[config.mk]
export PLATFORM = sky130hd
export DESIGN_NAME = mem_port_arbiter
export DESIGN_NICKNAME = d
export VERILOG_FILES = /design/src/rtl/mem_arb_pkg.sv /design/src/rtl/mem_arb_prio.sv /design/src/rtl/mem_port_arbiter.sv
export SDC_FILE = /design/constraint.sdc
export NUM_CORES = 1
export LEC_CHECK = 0
export BUFFER_PORTS_ARGS = -buffer_cell sky130_fd_sc_hd__buf_2
export CAP_MARGIN = 20
export CORE_AREA = 2 2 103 105
export CTS_CLUSTER_DIAMETER = 80
export DETAILED_ROUTE_END_ITERATION = 12
export DIE_AREA = 0 0 105 107
export SLEW_MARGIN = 20
export SYNTH_ARGS = -nofsm -noshare
export SYNTH_HDL_FRONTEND = slang
export SYNTH_HIERARCHICAL = 1
export SYNTH_SLANG_ARGS = --single-unit
[constraint.sdc]
create_clock -name CLK -period 3 [get_ports CLK]
set_input_delay 0.3 -clock CLK [delete_from_list [all_inputs] [get_ports CLK]]
set_output_delay 0.3 -clock CLK [all_outputs]
set_load 0.005 [all_outputs]
[src/rtl/mem_arb_pkg.sv]
// Shared types and constants for the fetch/data SRAM port arbiter.
// Optional build macro used by the arbiter files: ARB_ROUND_ROBIN_EN.
package mem_arb_pkg;

   typedef enum logic [1:0] {
      OWN_NONE = 2'd0,
      OWN_I    = 2'd1,
      OWN_D    = 2'd2
   } owner_t;

   localparam int MEM_LAT  = 1;
   localparam int STARVE_W = 4;

   // Saturating increment used by the fetch starvation counter.
   function automatic logic [STARVE_W-1:0] sat_inc(input logic [STARVE_W-1:0] val,
                                                   input logic [STARVE_W-1:0] lim);
      sat_inc = (val >= lim) ? lim : val + 1'b1;
   endfunction

endpackage

[src/rtl/mem_arb_prio.sv]
// Grant decision between fetch and data requesters plus the arbitration history registers.
// Build macro ARB_ROUND_ROBIN_EN selects round-robin; default is data priority with a fetch starvation guard.
module mem_arb_prio
   import mem_arb_pkg::*;
#(
   parameter int STARVE_LIM = 4
) (
   input  logic CLK,
   input  logic RST,
   input  logic IREQ,
   input  logic DREQ,
   output logic IGNT,
   output logic DGNT
);

   logic i_win;
   logic d_win;

`ifdef ARB_ROUND_ROBIN_EN
   owner_t last_gnt;

   // On contention the side that did not win most recently gets the port.
   always_comb begin
      i_win = 1'b0;
      d_win = 1'b0;
      if (!RST) begin
         if (IREQ && DREQ) begin
            if (last_gnt == OWN_D) begin
               i_win = 1'b1;
            end else begin
               d_win = 1'b1;
            end
         end else begin
            i_win = IREQ;
            d_win = DREQ;
         end
      end
   end

   always_ff @(posedge CLK) begin
      if (RST) begin
         last_gnt <= OWN_I;
      end else if (i_win) begin
         last_gnt <= OWN_I;
      end else if (d_win) begin
         last_gnt <= OWN_D;
      end
   end
`else
   localparam logic [STARVE_W-1:0] LIM = STARVE_W'(STARVE_LIM);

   logic [STARVE_W-1:0] starve_cnt;

   // Data normally wins contention; a fetch denied LIM cycles in a row is forced through.
   always_comb begin
      i_win = 1'b0;
      d_win = 1'b0;
      if (!RST) begin
         if (IREQ && DREQ) begin
            if (starve_cnt == LIM) begin
               i_win = 1'b1;
            end else begin
               d_win = 1'b1;
            end
         end else begin
            i_win = IREQ;
            d_win = DREQ;
         end
      end
   end

   always_ff @(posedge CLK) begin
      if (RST) begin
         starve_cnt <= '0;
      end else if (!IREQ || i_win) begin
         starve_cnt <= '0;
      end else begin
         starve_cnt <= sat_inc(starve_cnt, LIM);
      end
   end
`endif

   assign IGNT = i_win;
   assign DGNT = d_win;

   always_ff @(posedge CLK) begin
      if (!RST) begin
         assert (!(i_win && d_win)) else $error("mem_arb_prio: double grant");
      end
   end

endmodule

[src/rtl/mem_port_arbiter.sv]
// Shares one single-port synchronous SRAM between fetch and data ports, one access per cycle, 1-cycle response.
// Build macro ARB_ROUND_ROBIN_EN switches contention handling to round-robin.
module mem_port_arbiter
   import mem_arb_pkg::*;
#(
   parameter int AW         = 30,
   parameter int DW         = 32,
   parameter int STARVE_LIM = 4
) (
   input  logic          CLK,
   input  logic          RST,
   input  logic          IREQ,
   input  logic [AW-1:0] IADDR,
   output logic          IGNT,
   output logic          IVALID,
   output logic [DW-1:0] IRDATA,
   input  logic          DREQ,
   input  logic          DRW,
   input  logic [AW-1:0] DADDR,
   input  logic [DW-1:0] DWDATA,
   output logic          DGNT,
   output logic          DVALID,
   output logic [DW-1:0] DRDATA,
   output logic          MREQ,
   output logic          MRW,
   output logic [AW-1:0] MADDR,
   output logic [DW-1:0] MWDATA,
   input  logic [DW-1:0] MRDATA
);

   // Handshake: a requester raises REQ with stable ADDR/DATA and holds them until GNT is
   // seen high in the same cycle; that cycle is the transfer. Exactly one cycle later the
   // matching VALID pulses for one cycle. Dropping REQ before GNT cancels the request.

   owner_t owner_q;
   logic   wr_q;

   mem_arb_prio #(
      .STARVE_LIM (STARVE_LIM)
   ) u_prio (
      .CLK  (CLK),
      .RST  (RST),
      .IREQ (IREQ),
      .DREQ (DREQ),
      .IGNT (IGNT),
      .DGNT (DGNT)
   );

   assign MREQ   = IGNT | DGNT;
   assign MRW    = DRW & DGNT;
   assign MADDR  = DGNT ? DADDR : IADDR;
   assign MWDATA = DGNT ? DWDATA : '0;

   // The owner register remembers who gets the SRAM output on the following cycle.
   always_ff @(posedge CLK) begin
      if (RST) begin
         owner_q <= OWN_NONE;
         wr_q    <= 1'b0;
      end else begin
         if (IGNT) begin
            owner_q <= OWN_I;
         end else if (DGNT) begin
            owner_q <= OWN_D;
         end else begin
            owner_q <= OWN_NONE;
         end
         wr_q <= DGNT & DRW;
      end
   end

   // RST gates the responses so an access in flight at reset never surfaces.
   assign IVALID = !RST && (owner_q == OWN_I);
   assign DVALID = !RST && (owner_q == OWN_D);
   assign IRDATA = IVALID ? MRDATA : '0;
   assign DRDATA = (DVALID && !wr_q) ? MRDATA : '0;

   always_ff @(posedge CLK) begin
      if (!RST) begin
         assert (!(IVALID && DVALID)) else $error("mem_port_arbiter: double valid");
         assert (MEM_LAT == 1) else $error("mem_port_arbiter: unsupported SRAM latency");
      end
   end

endmodule

== Word-level counts from Yosys, hierarchy flattened ==
Index checks and enable logic that the tools add are counted.

* Register bits after elaboration: 7
* Bits of input ports: 129
* Logic and storage cells: 36

* Add/subtract/negate cells: 1
* Order comparisons: 1
* Eq/ne operators: 3
* Mux-type cells: 13
* Bitwise gates (word level): 2
* Reduce and logical (&&, ||, !) cells: 11

{| class="wikitable"
|+ Operator list
! operator !! count
|-
| 32-bit 2-to-1 mux || 3
|-
| 30-bit 2-to-1 mux || 1
|-
| 1-bit 2-to-1 mux || 7
|-
| 4-bit by 1-bit adder with 4-bit output (second input constant) || 1
|-
| 4-bit by 3-bit equality test with 1-bit output (second input constant) || 1
|-
| 4-bit by 3-bit greater-or-equal comparator with 1-bit output (second input constant) || 1
|-
| 1-bit logical AND || 4
|-
| 2-bit OR reduction || 2
|-
| 1-bit zero test || 3
|-
| 3-bit 2-to-1 mux || 1
|-
| 3-bit OR reduction || 1
|-
| 2-bit by 1-bit equality test with 1-bit output (second input constant) || 1
|-
| 2-bit equality test (second input constant) || 1
|-
| 2-bit 2-to-1 mux || 1
|-
| 1-bit bitwise AND || 1
|-
| 1-bit logical OR || 1
|-
| 1-bit bitwise OR || 1
|}

== Logic depth before layout (Yosys ltp) ==
Gate-level depths: netlist of the first run.

* Depth after elaboration: 6
* Depth in mapped cells: 6
* Gate-level depth less buffers: 5

== Hierarchy ==
Netlist of the first run, hierarchy kept.

{| class="wikitable"
|+ By module, submodules not included
! module !! instances !! cells an instance !! area each (µm²) !! sequential area each (µm²)
|-
| mem_port_arbiter || 1 || 150 || 1,136.1 || 60.1
|-
| mem_arb_prio || 1 || 21 || 214.0 || 80.1
|}

== Worst setup path before layout of the first run ==
OpenSTA, ideal clock, no wires.

* Kind: reg2out
* From: register u_prio.starve_cnt[0]
* To: output MADDR[25]
* Arrival time: 1,683 ps
* Data required time: 2,700 ps
* Path slack: 1,017 ps
* Cell stages (with the launch flop): 7
* Cells stage by stage: dfxtp_1 > inv_1 > ha_1 > a41oi_1 > buf_2 > buf_2 > mux2_2

* Longest elaborated chain between the ends: 5

{| class="wikitable"
|+ Ends and longest elaborated chain
! what !! RTL line !! text
|-
| start, declared || mem_arb_prio.sv:52 || <nowiki>logic [STARVE_W-1:0] starve_cnt;</nowiki>
|-
| start signal, assigned || mem_arb_prio.sv:78 || <nowiki>starve_cnt <= sat_inc(starve_cnt, LIM);</nowiki>
|-
| 4-bit by 3-bit equality test with 1-bit output || mem_arb_prio.sv:60 || <nowiki>if (starve_cnt == LIM) begin</nowiki>
|-
| 1-bit 2-to-1 mux || mem_arb_prio.sv:60 ||
|-
| 1-bit 2-to-1 mux || mem_arb_prio.sv:59 || <nowiki>if (IREQ && DREQ) begin</nowiki>
|-
| 1-bit 2-to-1 mux || mem_arb_prio.sv:58 || <nowiki>if (!RST) begin</nowiki>
|-
| net DGNT || mem_port_arbiter.sv:21 || <nowiki>output logic DGNT,</nowiki>
|-
| 30-bit 2-to-1 mux || mem_port_arbiter.sv:51 || <nowiki>assign MADDR = DGNT ? DADDR : IADDR;</nowiki>
|-
| end, declared || mem_port_arbiter.sv:26 || <nowiki>output logic [AW-1:0] MADDR,</nowiki>
|}

The timed path passes the listed nets, and every way through them passes these cells.

== Final worst setup path of the first run ==
* From: register u_prio.starve_cnt[0]
* To: output MADDR[3]

* Longest elaborated chain between the ends: 5

{| class="wikitable"
|+ Ends and longest elaborated chain
! what !! RTL line
|-
| 4-bit by 3-bit equality test with 1-bit output || mem_arb_prio.sv:60
|-
| 1-bit 2-to-1 mux || mem_arb_prio.sv:60
|-
| 1-bit 2-to-1 mux || mem_arb_prio.sv:59
|-
| 1-bit 2-to-1 mux || mem_arb_prio.sv:58
|-
| 30-bit 2-to-1 mux || mem_port_arbiter.sv:51
|}

No other way between the ends.

==> flow_metrics.py, run 1 <==
metrics = {
    "outcome": {
        "outcome": "completed",
    },
    "die": {
        "core_um2": 10100,
        "die_h_um": 107,
        "top_level_ports": 261,
        "initial_utilization": 0.134,
        "dieArea_um2": 11200,
        "rows": 37,
        "die_w_um": 105,
    },
    "clock_network": {
        "path_clk_slew_ns": 0.04,
        "cts_resized": 0,
        "worstSkewPairLatency_ns": 0.22,
        "cts_num_sinks": 7,
        "clockBufferDepth": 2,
        "cts_setup_buffers": 0,
        "cts_root_buffer": "clkbuf_8",
        "holdBufCountCts": 0,
        "h-tree-depth": 1,
        "cts_buffers": 3,
        "cts_tree": "done",
    },
    "worst_setup_path": {
        "endpoint_kind": "output port",
        "start_kind": "register",
        "crit_fanout": 67,
        "worst_path_max_delay_cell": "mux2_2",
        "path_class": "reg -> out",
        "critical_path.cell_chain": "inv_1 -> ha_1 -> a41oi_4 -> buf_12 -> mux2_2 -> buf_2",
        "cp.arrival_ns": 1.97,
        "critPathRequiredTime_ns": 2.70,
        "max_stage_delay_ns": 0.40,
    },
    "routing": {
        "wl_um": 7580,
        "via_count": 2173,
        "wire_per_inst_um": 13.5,
        "drtAntennaViolNets": 0,
        "drt_iter0_drc": 100,
        "vias_per_cell": 3.87,
        "drc": 0,
        "dr.pass1.iters": 2,
    },
    "layout": {
        "finalNetCount": 557,
        "layout_commonest_cell": "buf_2",
        "finish.instance_area_um2": 2860,
        "diodes": 0,
        "final_cell_mix": "buf_2, and2_1, mux2_2",
        "drive_gt1_frac": 0.711,
        "area_growth_pct": 112,
    },
    "power": {
        "p_per_area_nw_per_um2": 171,
        "clock_power_share": 0.265,
        "peakVddDrop_mv": 0.100,
        "p_int_w": 0.000340,
        "combPwrFrac": 0.532,
        "p_sw_w": 0.000150,
        "seq_power_share": 0.203,
        "power_leakage_nw": 1.75,
        "netSwitchingFraction": 0.306,
    },
    "synthesis": {
        "ys_warn_count": 6,
        "avgSynthCellArea_um2": 7.90,
        "netlist_area_um2": 1350,
        "synthCells": 171,
        "seq_area_frac_synth": 0.104,
        "synth-seq-cells": 7,
        "synth_nets": 302,
        "ys_types": 23,
    },
    "timing": {
        "clock.fmax_ghz": 0.441,
        "finalClockSkew_ns": 0.00391,
        "hold_viol": 0,
        "fin_tns_setup_ns": 0,
        "timing.final.crit_share": 0.756,
        "setup_viol": 0,
        "drv_slew": 0,
        "rsz0062_at_grt": "no",
        "min_period_ns": 2.27,
    },
    "worst_hold_path": {
        "min_path_type": "in -> reg",
    },
    "global_routing": {
        "grt_start_max_net_pins": 68,
        "antenna_found_initial": 0,
        "gr-total-overflow": 0,
        "grt_util_all_layers": 0.124,
        "grt_pass1_wl_um": 10900,
        "grt_pass1_vias": 2016,
    },
    "place": {
        "hpwl_um": 6860,
        "placed_area_um2": 2820,
        "place_congestion": 0.899,
        "numPortBuffers": 260,
    },
    "flow_run": {
        "maxCapViolations": 0,
    },
}
==> worst max-delay path: cells and delay by family, from the launching register on <==
| kind | cells | cell delay, ns |
|---|---|---|
| buf+inv | 3 | 0.46 |
| flops | 1 | 0.35 |
| fa+ha+maj | 1 | 0.25 |
| mux | 1 | 0.40 |
| compound gates | 1 | 0.25 |
==> synthesized netlist by cell type <==
cell type / count / area share
ha_1: 2 / 0.019
nor4_1: 1 / 0.0046
or2_2: 1 / 0.0046
clkbuf_1: 5 / 0.014
nand3b_4: 1 / 0.015
dfxtp_1: 7 / 0.10
a31oi_1: 1 / 0.0046
nor3b_2: 1 / 0.0093
nor3b_1: 2 / 0.011
buf_2: 5 / 0.019
nor2b_1: 1 / 0.0046
a21oi_1: 1 / 0.0037
clkbuf_2: 3 / 0.011
conb_1: 1 / 0.0028
and2_1: 97 / 0.45
nor4b_4: 1 / 0.018
mux2_2: 30 / 0.25
nand2b_1: 4 / 0.019
and3b_1: 1 / 0.0065
nor4b_2: 1 / 0.011
a41oi_1: 1 / 0.0065
nand3b_1: 1 / 0.0056
inv_1: 3 / 0.0083
==> power groups by stage <==
| stage | sequential, W | combinational, W | clock, W |
|---|---|---|---|
| floorplan | 0.000100 | 0.0000917 | 0 |
| global placement | 0.000101 | 0.000261 | 0 |
| detailed placement | 0.000101 | 0.000263 | 0 |
| CTS | 0.0000995 | 0.000264 | 0.000136 |
| global route | 0.000100 | 0.000285 | 0.000141 |
| finish | 0.0000996 | 0.000260 | 0.000129 |
==> cells by family (layout without fill, tap and decap cells) <==
kind of cell	count (synthesis)	after routing	synth area share
AOI/OAI and AO/OA	3	3	0.0148
adders and majority gates	2	2	0.0185
buffers and inverters	16	270	0.0519
DFF	7	7	0.104
muxes	30	30	0.250
other	1	1	0.00278
and+or+nand+nor	112	112	0.558
==> routing by layer <==
layer | routed length (µm) | part of all wire | GRT usage
met5 | 0 | 0 | 0
met2 | 3870 | 0.51 | 0.238
met1 | 2910 | 0.38 | 0.140
met4 | 44 | 0.0058 | 0.0229
met3 | 758 | 0.10 | 0.0292
==> registers in the layout, summed over array words and instances, names as in the netlist <==
| register | count |
|---|---|
| u_prio/starve_cnt | 4 |
| owner_q | 2 |
| wr_q | 1 |
==> through the flow <==
step	hold slack [ns]	cells	utilization	setup slack, ns	total power, W
after floorplan	0.372	171	-	1.02	0.000192
after global placement	0.441	557	0.279	0.987	0.000361
after detailed placement	0.453	557	0.279	0.960	0.000364
after CTS	0.363	561	0.284	0.715	0.000500
after global routing	0.372	561	0.284	0.634	0.000526
final	0.361	561	0.284	0.732	0.000490
==> final cells by class <==
cell class                      count  area, µm²
Sequential cell                     7        140
Tap cell                          136        170
Clock buffer                        4       45.0
Fill cell                        1084       7230
Inverter                            3       11.3
Timing Repair Buffer              263       1340
Multi-Input combinational cell    148       1160
==> worst paths after layout <==
path,from,end,slack [ns],depth (start not counted)
worst max-delay path,u_prio/starve_cnt[0],MADDR[3],0.73,6
worst min-delay path,DRW,wr_q,0.36,2
worst max register to register,u_prio/starve_cnt[0],owner_q[1],1.53,5
worst min register to register,u_prio/starve_cnt[0],u_prio/starve_cnt[0],0.46,1
Note: power is estimated with default switching activity, not from simulation.
==> inputs of run 2 (changes only) <==
Settings changed: CORE_AREA 2 2 103 105 to 2 2 100 102, DIE_AREA 0 0 105 107 to 0 0 102 104.
Clock period 3 ns to 2.2 ns, I/O delays scaled along.
==> run 2 against run 1 <==
  * Hold slack got worse by 0.090 ns
  * Clock skew increased by 0.0013 ns
  * Power rose by 35%
  * Largest cell class unchanged
  * Sequential cell count unchanged
  * Core utilization up 1.7 points
  * Register-to-register slack worse by 0.78 ns
==> flow_metrics.py, run 2 (synthesis gave the netlist of run 1 again) <==
metrics = {
    "global_routing": {
        "grt_start_max_net_pins": 34,
        "grt_pass1_wl_um": 9400,
        "grt_pass1_vias": 1975,
        "gr-total-overflow": 0,
        "antenna_found_initial": 1,
        "grt_util_all_layers": 0.113,
    },
    "worst_setup_path": {
        "max_stage_delay_ns": 0.38,
        "critical_path.cell_chain": "inv_1 -> ha_1 -> a41oi_4 -> buf_4 -> mux2_2 -> buf_2",
        "critPathRequiredTime_ns": 1.98,
        "start_kind": "register",
        "crit_fanout": 18,
        "path_buf_inv": 3,
        "endpoint_kind": "output port",
        "worst_path_max_delay_cell": "mux2_2",
        "path_class": "reg -> out",
        "cp_top_family": "buffers and inverters",
        "cp.arrival_ns": 1.93,
    },
    "routing": {
        "via_count": 2151,
        "dr.pass1.iters": 4,
        "wire_per_inst_um": 12.3,
        "drc": 0,
        "wl_um": 6910,
        "drtAntennaViolNets": 0,
        "vias_per_cell": 3.83,
        "drt_iter0_drc": 34,
    },
    "timing": {
        "setup_viol": 0,
        "clock.fmax_ghz": 0.465,
        "timing.final.crit_share": 0.977,
        "finalClockSkew_ns": 0.00526,
        "drv_slew": 0,
        "fin_ws_ns": 0.0516,
        "min_period_ns": 2.15,
        "rsz0062_at_grt": "yes",
        "hold_viol": 0,
    },
    "layout": {
        "area_growth_pct": 113,
        "final_cell_mix": "buf_2, and2_1, mux2_2",
        "fin_util": 0.301,
        "reg_top3": "u_prio/starve_cnt x4, owner_q x2, wr_q x1",
        "regMostFlops": "u_prio/starve_cnt",
        "layout_commonest_cell": "buf_2",
        "multi_input_area_um2": 1160,
        "finalNetCount": 560,
        "drive_gt1_frac": 0.713,
        "n_fill_cell": 1051,
        "finish.instance_area_um2": 2870,
        "largest_register_ffs": 4,
        "diodes": 0,
        "seqCellArea_um2": 140,
    },
    "worst_hold_path": {
        "min_path_type": "in -> reg",
    },
    "power": {
        "p_per_area_nw_per_um2": 230,
        "power_leakage_nw": 1.76,
        "clock_power_share": 0.277,
        "p_sw_w": 0.000195,
        "p_int_w": 0.000465,
        "combPwrFrac": 0.518,
        "peakVddDrop_mv": 0.0999,
        "seq_power_share": 0.206,
        "netSwitchingFraction": 0.295,
    },
    "die": {
        "dieArea_um2": 10600,
        "top_level_ports": 261,
        "die_h_um": 104,
        "die_w_um": 102,
        "rows": 36,
        "core_um2": 9550,
        "initial_utilization": 0.141,
    },
    "clock_network": {
        "holdBufCountCts": 0,
        "worstSkewPairLatency_ns": 0.23,
        "clockBufferDepth": 2,
        "h-tree-depth": 1,
        "cts_root_buffer": "clkbuf_8",
        "cts_buffers": 3,
        "path_clk_slew_ns": 0.04,
        "cts_num_sinks": 7,
        "cts_tree": "done",
    },
    "flow_run": {
        "maxCapViolations": 0,
    },
    "place": {
        "dp_slack_ns": 0.246,
        "placed_area_um2": 2820,
        "place_congestion": 0.746,
        "hpwl_um": 6280,
        "numPortBuffers": 260,
    },
    "outcome": {
        "outcome": "completed",
    },
}
run 2: changes by cell type in the layout (fill, tap and decap cells not counted):
cell    change
buf_12      -1
buf_4       +3
buf_6       +1
run 2: worst register-to-register path, cell delays in order (launching register included):
cell and delay [ns]:
dfxtp_1 0.36, inv_1 0.06, ha_1 0.24, a41oi_4 0.25, buf_4 0.27, nor3b_1 0.19
run 2: metrics by stage:
stage | TNS [ns] | hold WS, ns | cells | total power (W)
2_1_floorplan | 0 | 0.292 | 171 | 0.000262
3_3_place_gp | 0 | 0.440 | 557 | 0.000478
3_5_place_dp | 0 | 0.463 | 557 | 0.000484
4_1_cts | 0 | 0.259 | 561 | 0.000670
5_1_grt | -0.0485 | 0.276 | 561 | 0.000701
6_report | 0 | 0.272 | 561 | 0.000659
run 2: cell type report:
type                    instances  share of cell area
inverters                       3             0.00392
well taps                     133              0.0580
flip-flops and latches          7              0.0488
clock buffers                   4              0.0157
repair buffers                266               0.470
multi-input cells             148               0.403
run 2: worst paths after layout:
| kind | start | to | slack [ns] | depth (start not counted) |
|---|---|---|---|---|
| setup / recovery | u_prio/starve_cnt[0] | MADDR[3] | 0.05 | 6 |
| hold / removal | DRW | wr_q | 0.27 | 2 |
| setup reg to reg | u_prio/starve_cnt[0] | owner_q[1] | 0.75 | 5 |
| hold reg to reg | u_prio/starve_cnt[0] | u_prio/starve_cnt[0] | 0.47 | 1 |
run 2: layer usage:
metal,global-route usage,vias to the layer above,wire length (µm)
met5,0,-,13
met4,0.0314,2,50
met3,0.0242,4,768
met2,0.258,154,4000
met1,0.0838,932,2070
li1,-,1059,-
run 2: power groups by stage:
stage	clock network (W)	logic [W]	registers, W
3_5_place_dp	0	0.000346	0.000138
5_1_grt	0.000191	0.000373	0.000136
3_3_place_gp	0	0.000341	0.000137
2_1_floorplan	0	0.000125	0.000137
6_report	0.000182	0.000341	0.000136
4_1_cts	0.000186	0.000348	0.000136
run 2: what timing repair did:
action                     in CTS  in global routing
resized for setup               1                  0
pin swaps                       0                  0
setup endpoints to repair       1                  6
buffers inserted                0                  0
